**src/rtl/xillybus_ap_fifo_packer_if.sv**
```systemverilog
// Handshake bundle between the upstream source FIFO, the packer
// and the downstream HLS ap_fifo input.
interface xillybus_ap_fifo_packer_if #(
  parameter int IN_W  = 32,
  parameter int RATIO = 4
);
  logic [IN_W-1:0]       src_dout;
  logic                  src_empty;
  logic                  src_rd_en;
  logic                  src_open;
  logic [IN_W*RATIO-1:0] out_dout;
  logic                  out_empty_n;
  logic                  out_read;

  modport slave (
    input  src_dout,
    input  src_empty,
    input  src_open,
    input  out_read,
    output src_rd_en,
    output out_dout,
    output out_empty_n
  );

  modport master (
    output src_dout,
    output src_empty,
    output src_open,
    output out_read,
    input  src_rd_en,
    input  out_dout,
    input  out_empty_n
  );
endinterface

```
**src/rtl/xillybus_ap_fifo_packer.sv**
```systemverilog
// Packs RATIO words from a 1-cycle-latency source FIFO into one wide
// ap_fifo word, with optional zero-padded flush on stream close.
module xillybus_ap_fifo_packer #(
  parameter int IN_W         = 32,
  parameter int RATIO        = 4,
  parameter int PAD_ON_CLOSE = 1
) (
  input  logic                          ap_clk,
  input  logic                          ap_rst,
  xillybus_ap_fifo_packer_if.slave      bus,
  output logic [31:0]                   words_out,
  output logic                          pad_evt
);
  localparam int W  = IN_W * RATIO;
  localparam int LW = (RATIO > 1) ? $clog2(RATIO) : 1;
  localparam logic [LW-1:0] LAST = LW'(RATIO - 1);

  logic [W-1:0]  acc;
  logic [W-1:0]  merged;
  logic [W-1:0]  ld_data;
  logic [LW-1:0] lane_cnt;
  logic          rd_pend;
  logic          acc_full;
  logic          pad_hold;
  logic          out_free;
  logic          last_lane;
  logic          complete;
  logic          flush;
  logic          ld;
  logic          ld_pad;

  assign out_free  = !bus.out_empty_n || bus.out_read;
  assign last_lane = (lane_cnt == LAST);
  assign complete  = rd_pend && last_lane;
  assign flush     = !bus.src_open && bus.src_empty && !rd_pend
                     && (lane_cnt != '0) && !acc_full;

  // Stall the read that would complete a word with nowhere to put it.
  assign bus.src_rd_en = !ap_rst && !bus.src_empty && !acc_full
                         && !(complete && !out_free);

  always_comb begin
    merged = acc;
    for (int k = 0; k < RATIO; k++) begin
      if (lane_cnt == LW'(k)) merged[k*IN_W +: IN_W] = bus.src_dout;
    end
  end

  always_comb begin
    ld      = 1'b0;
    ld_data = merged;
    ld_pad  = 1'b0;
    if (acc_full) begin
      ld      = out_free;
      ld_data = acc;
      ld_pad  = pad_hold;
    end else if (complete) begin
      ld      = out_free;
    end else if (flush && PAD_ON_CLOSE != 0) begin
      ld      = out_free;
      ld_data = acc;
      ld_pad  = 1'b1;
    end
  end

  always_ff @(posedge ap_clk) begin
    if (ap_rst) begin
      acc             <= '0;
      lane_cnt        <= '0;
      rd_pend         <= 1'b0;
      acc_full        <= 1'b0;
      pad_hold        <= 1'b0;
      bus.out_dout    <= '0;
      bus.out_empty_n <= 1'b0;
      words_out       <= '0;
      pad_evt         <= 1'b0;
    end else begin
      rd_pend <= bus.src_rd_en;
      pad_evt <= ld && ld_pad;
      if (acc_full) begin
        if (out_free) begin
          acc_full <= 1'b0;
          acc      <= '0;
        end
      end else if (rd_pend) begin
        if (last_lane) begin
          lane_cnt <= '0;
          if (out_free) begin
            acc <= '0;
          end else begin
            acc      <= merged;
            acc_full <= 1'b1;
            pad_hold <= 1'b0;
          end
        end else begin
          acc      <= merged;
          lane_cnt <= lane_cnt + LW'(1);
        end
      end else if (flush) begin
        lane_cnt <= '0;
        if (PAD_ON_CLOSE != 0 && !out_free) begin
          acc_full <= 1'b1;
          pad_hold <= 1'b1;
        end else begin
          acc <= '0;
        end
      end
      if (ld) begin
        bus.out_dout    <= ld_data;
        bus.out_empty_n <= 1'b1;
        words_out       <= words_out + 32'd1;
      end else if (bus.out_read) begin
        bus.out_empty_n <= 1'b0;
      end
    end
  end
endmodule

```
**src/flat_wrapper.sv**
```systemverilog
// flat-port wrapper written by rule: the top's interface ports become plain ports
module xillybus_ap_fifo_packer_flat 
#(
  parameter int IN_W         = 32,
  parameter int RATIO        = 4,
  parameter int PAD_ON_CLOSE = 1
)
  (ap_clk, ap_rst, words_out, pad_evt, bus_src_dout, bus_src_empty, bus_src_open, bus_out_read, bus_src_rd_en, bus_out_dout, bus_out_empty_n);
  xillybus_ap_fifo_packer_if #(.IN_W(IN_W), .RATIO(RATIO)) bus_i ();
  input  logic ap_clk;
  input  logic ap_rst;
  output logic [31:0] words_out;
  output logic pad_evt;
  input wire logic [$bits(bus_i.src_dout)-1:0] bus_src_dout;
  input wire logic [$bits(bus_i.src_empty)-1:0] bus_src_empty;
  input wire logic [$bits(bus_i.src_open)-1:0] bus_src_open;
  input wire logic [$bits(bus_i.out_read)-1:0] bus_out_read;
  output wire logic [$bits(bus_i.src_rd_en)-1:0] bus_src_rd_en;
  output wire logic [$bits(bus_i.out_dout)-1:0] bus_out_dout;
  output wire logic [$bits(bus_i.out_empty_n)-1:0] bus_out_empty_n;
  assign bus_i.src_dout = bus_src_dout;
  assign bus_i.src_empty = bus_src_empty;
  assign bus_i.src_open = bus_src_open;
  assign bus_i.out_read = bus_out_read;
  assign bus_src_rd_en = bus_i.src_rd_en;
  assign bus_out_dout = bus_i.out_dout;
  assign bus_out_empty_n = bus_i.out_empty_n;
  xillybus_ap_fifo_packer #(.IN_W(IN_W), .RATIO(RATIO), .PAD_ON_CLOSE(PAD_ON_CLOSE)) u_core (.ap_clk(ap_clk), .ap_rst(ap_rst), .bus(bus_i), .words_out(words_out), .pad_evt(pad_evt));
endmodule
```
**config.mk**
```make
export PLATFORM = sky130hd
export DESIGN_NAME = xillybus_ap_fifo_packer_flat
export DESIGN_NICKNAME = d
export VERILOG_FILES = /design/src/rtl/xillybus_ap_fifo_packer_if.sv /design/src/rtl/xillybus_ap_fifo_packer.sv /design/src/flat_wrapper.sv
export SDC_FILE = /design/constraint.sdc
export NUM_CORES = 1
export LEC_CHECK = 0
export ABC_CLOCK_PERIOD_IN_PS = 6400
export CAP_MARGIN = 40
export CORE_MARGIN = 2
export CORE_UTILIZATION = 45
export CTS_CLUSTER_DIAMETER = 60
export DETAILED_ROUTE_END_ITERATION = 7
export GPL_TIMING_DRIVEN = 0
export HOLD_SLACK_MARGIN = 0.03
export PLACE_DENSITY = 0.7
export SLEW_MARGIN = 30
export SYNTH_ARGS = -nofsm -noshare
export SYNTH_HDL_FRONTEND = slang
export SYNTH_SLANG_ARGS = --single-unit
```
**constraint.sdc**
```tcl
create_clock -name ap_clk -period 6.4 [get_ports ap_clk]
set_input_delay 1.28 -clock ap_clk [delete_from_list [all_inputs] [get_ports ap_clk]]
set_output_delay 1.28 -clock ap_clk [all_outputs]
set_load 0.05 [all_outputs]
```
==> results.sh <==
export IMPL_status="finished clean"
export IMPL_tightest_slew_ns=0.792
export IMPL_grt_pass1_vias=9816
export IMPL_synth_xor_area_share_pct=0.379
export IMPL_grt_pass1_wl_um=54300
export IMPL_synth_fa_ha_area_share_pct=0.542
export IMPL_gp_congestion=0.842
export IMPL_synth_compound_area_share_pct=21.9
export IMPL_cp_arrival_ns=3.95
export IMPL_antenna_found_initial=1
export IMPL_fmax_ghz=0.191
export IMPL_ys_ff_latch=295
export IMPL_postCtsSetupBuffers=0
export IMPL_max_slew_margin_rel_pct=45.8
export IMPL_top_layer_used="met4"
export IMPL_fin_tns_setup_ns=0
export IMPL_layout_commonest_cell="dfxtp_1"
export IMPL_port_buffer_count=167
export IMPL_crit_path_start_kind="input pin"
export IMPL_synth_area_top_cells="dfxtp_1, a22o_1, a311oi_1"
export IMPL_drtAntennaViolNets=0
export IMPL_grt_overflow=0
export IMPL_core_area_um2=25200
export IMPL_synth_top_family_by_area="compound AO/OA/AOI/OAI gates"
export IMPL_rsz0062_at_grt="no"
export IMPL_htreeDepth=1
export IMPL_cts_resized=0
export IMPL_ioPinCount=200
export IMPL_rows=58
export IMPL_area_delta_synth_final_pct=28.4
export IMPL_ctsLongestPathBuffers=3
export IMPL_multi_input_area_um2=5020
export IMPL_p_total_w=0.00432
export IMPL_met2WireLength_um=16300
export IMPL_setup_worst_path_start="ap_rst"
export IMPL_setup_viol_count_final=0
export IMPL_die_area_um2=27000
export IMPL_finalCritPeriodShare_pct=81.8
export IMPL_synth_cell_type_count=42
export IMPL_syn_area_um2=11600
export IMPL_mostFrequentLayoutCells="dfxtp_1, nand2_1, clkdlybuf4s50_1"
export IMPL_period_needed_ns=5.23
export IMPL_die_w_um=164
export IMPL_yosys_area_share_simple_pct=16.4
export IMPL_utilization_pct=58.9
export IMPL_worst_setup_path_end_kind="primary output"
export IMPL_cts_tree="yes"
export IMPL_drv_cap=0
export IMPL_fillers=2269
export IMPL_die_h_um=164
export IMPL_yosysTopAreaCell="dfxtp_1"
export IMPL_regToRegStartpoint="u_core.lane_cnt[0]"
export IMPL_timing_final_hold_violations=0
export IMPL_synth_area_mux_share_pct=4.22
export IMPL_yosys_area_top_type_share_pct=51.1
export IMPL_seq_area_um2=5910
export IMPL_drcViolationCount=0
export IMPL_clock_sinks=295
export IMPL_ys_seq_area_share_pct=51.1
export IMPL_ir_drop_mv=0.234
export IMPL_hp_class="flop to flop"
export IMPL_required_ns=5.12
export IMPL_start_util_pct=45.9
export IMPL_drt_iter0_drc=663
export IMPL_drive_above_1_share_pct=5.69
export IMPL_vias_per_cell=5.75
export IMPL_clk_pin_slew_ns=0.06
export IMPL_crit_type="input pin to primary output"
export IMPL_clk_latency_ns=0.57
export IMPL_dr_pass1_iters=5
export IMPL_slew_viol_final=0
export IMPL_syn_nets=1293
export IMPL_syn_avg_cell_area_um2=9.23
export IMPL_pwr_density_cell_nw_per_um2=291
export IMPL_cts_root_buf="clkbuf_16"
export IMPL_vias=10400
export IMPL_wirelength_met1_um=15800
export IMPL_route_met3_wl_um=2370
export IMPL_finalNetCount=1495
export IMPL_yosysWarnings=0
export IMPL_wl_per_cell_um=19.6
export IMPL_fin_worst_skew_ns=0.0125
export IMPL_cts_hold_buf=0
export IMPL_worstHoldStart="u_core.acc[13]"
export IMPL_grt_max_degree=16
export IMPL_syn_inst=1251
export IMPL_worstPathMaxFanout=10
export IMPL_cts_buffers=30
export IMPL_grtUsageTotal_pct=25.6
export IMPL_power_leakage_nw=5.13
export IMPL_wl_um=35500
export IMPL_hpwl_um=24500
[worst max-delay path, stage by stage]
cell,delay [ns]
clkdlybuf4s50_1,0.62
clkbuf_1,0.45
buf_1,0.60
nor3_1,0.13
o21a_1,0.16
clkdlybuf4s50_1,0.70
[kinds of logic after synthesis]
group / Yosys count
and+or+nand+nor: 438
adders and majority gates: 5
DFF: 295
AOI/OAI and AO/OA: 306
muxes: 47
xor gates and xnor gates: 5
buffers and inverters: 155
[metal layers]
| metal | GRT usage (%) | up-vias |
|---|---|---|
| met4 | 8.93 | 0 |
| met5 | 0 | - |
| met1 | 35.8 | 5041 |
| li1 | - | 4925 |
| met2 | 40.4 | 376 |
| met3 | 3.71 | 57 |
[cell type report]
class                      count  share of cell area (%)
antenna                        1                  0.0169
tap                          330                    2.78
multi-input combinational    801                    33.9
buffer                       146                    4.00
timing repair buffer         170                    11.5
inverter                       9                   0.228
sequential                   295                    39.8
clock buffer                  40                    5.85
clock inverter                16                    1.98
[final timing paths]
check                           depth (start not counted)                 endpoint  slack, ns
worst max-delay path                                    6            bus_src_rd_en       1.17
worst min-delay path                                    1           u_core.acc[13]       0.48
worst min register to register                          1           u_core.acc[13]       0.48
worst max register to register                          8  u_core.bus.out_dout[62]       3.12
[where the power goes]
part	total, W	leakage [nW]	switching (W)	internal [W]
clock network	0.00202	0.561	0.000774	0.00124
logic	0.000395	2.18	0.000275	0.000120
registers	0.00191	2.39	0.0000278	0.00188
total	0.00432	5.13	0.00108	0.00324
[through the flow]
step,worst slack (ns),hold slack (ns),instance area (um2),cells
2_1_floorplan,2.83,0.442,11600,1251
3_3_place_gp,1.19,0.455,13600,1748
3_5_place_dp,1.19,0.454,13700,1751
4_1_cts,1.19,0.477,14800,1807
5_1_grt,1.07,0.484,14800,1808
6_report,1.17,0.475,14800,1808
[state kept, by name, indices dropped and copies added, names as in the netlist]
signal / flops
u_core.bus.out_dout: 128
u_core.rd_pend: 1
u_core.bus.out_empty_n: 1
u_core.pad_evt: 1
u_core.acc_full: 1
u_core.pad_hold: 1
u_core.words_out: 32
u_core.lane_cnt: 2
u_core.acc: 128
[synthesized netlist by cell type (all sizes together)]
cell,count
nand4,10
clkbuf,89
nor2,152
a311oi,96
nor4,15
buf,57
a21oi,18
and2,7
nor2b,17
a2111oi,1
or4b,1
o211a,1
o31ai,10
a211o,1
mux2i,33
and4,5
and3,5
nand2b,1
nand3,10
or4,10
ha,5
xnor2,2
o2111ai,1
xor2,3
o21ai,4
nor3,3
a22oi,1
nor4b,1
or3,2
dfxtp,295
a21o,4
nand2,199
o211ai,2
o21a,2
a22o,128
mux2,14
a211oi,37
inv,9
Note: power is estimated with default switching activity, not from simulation.
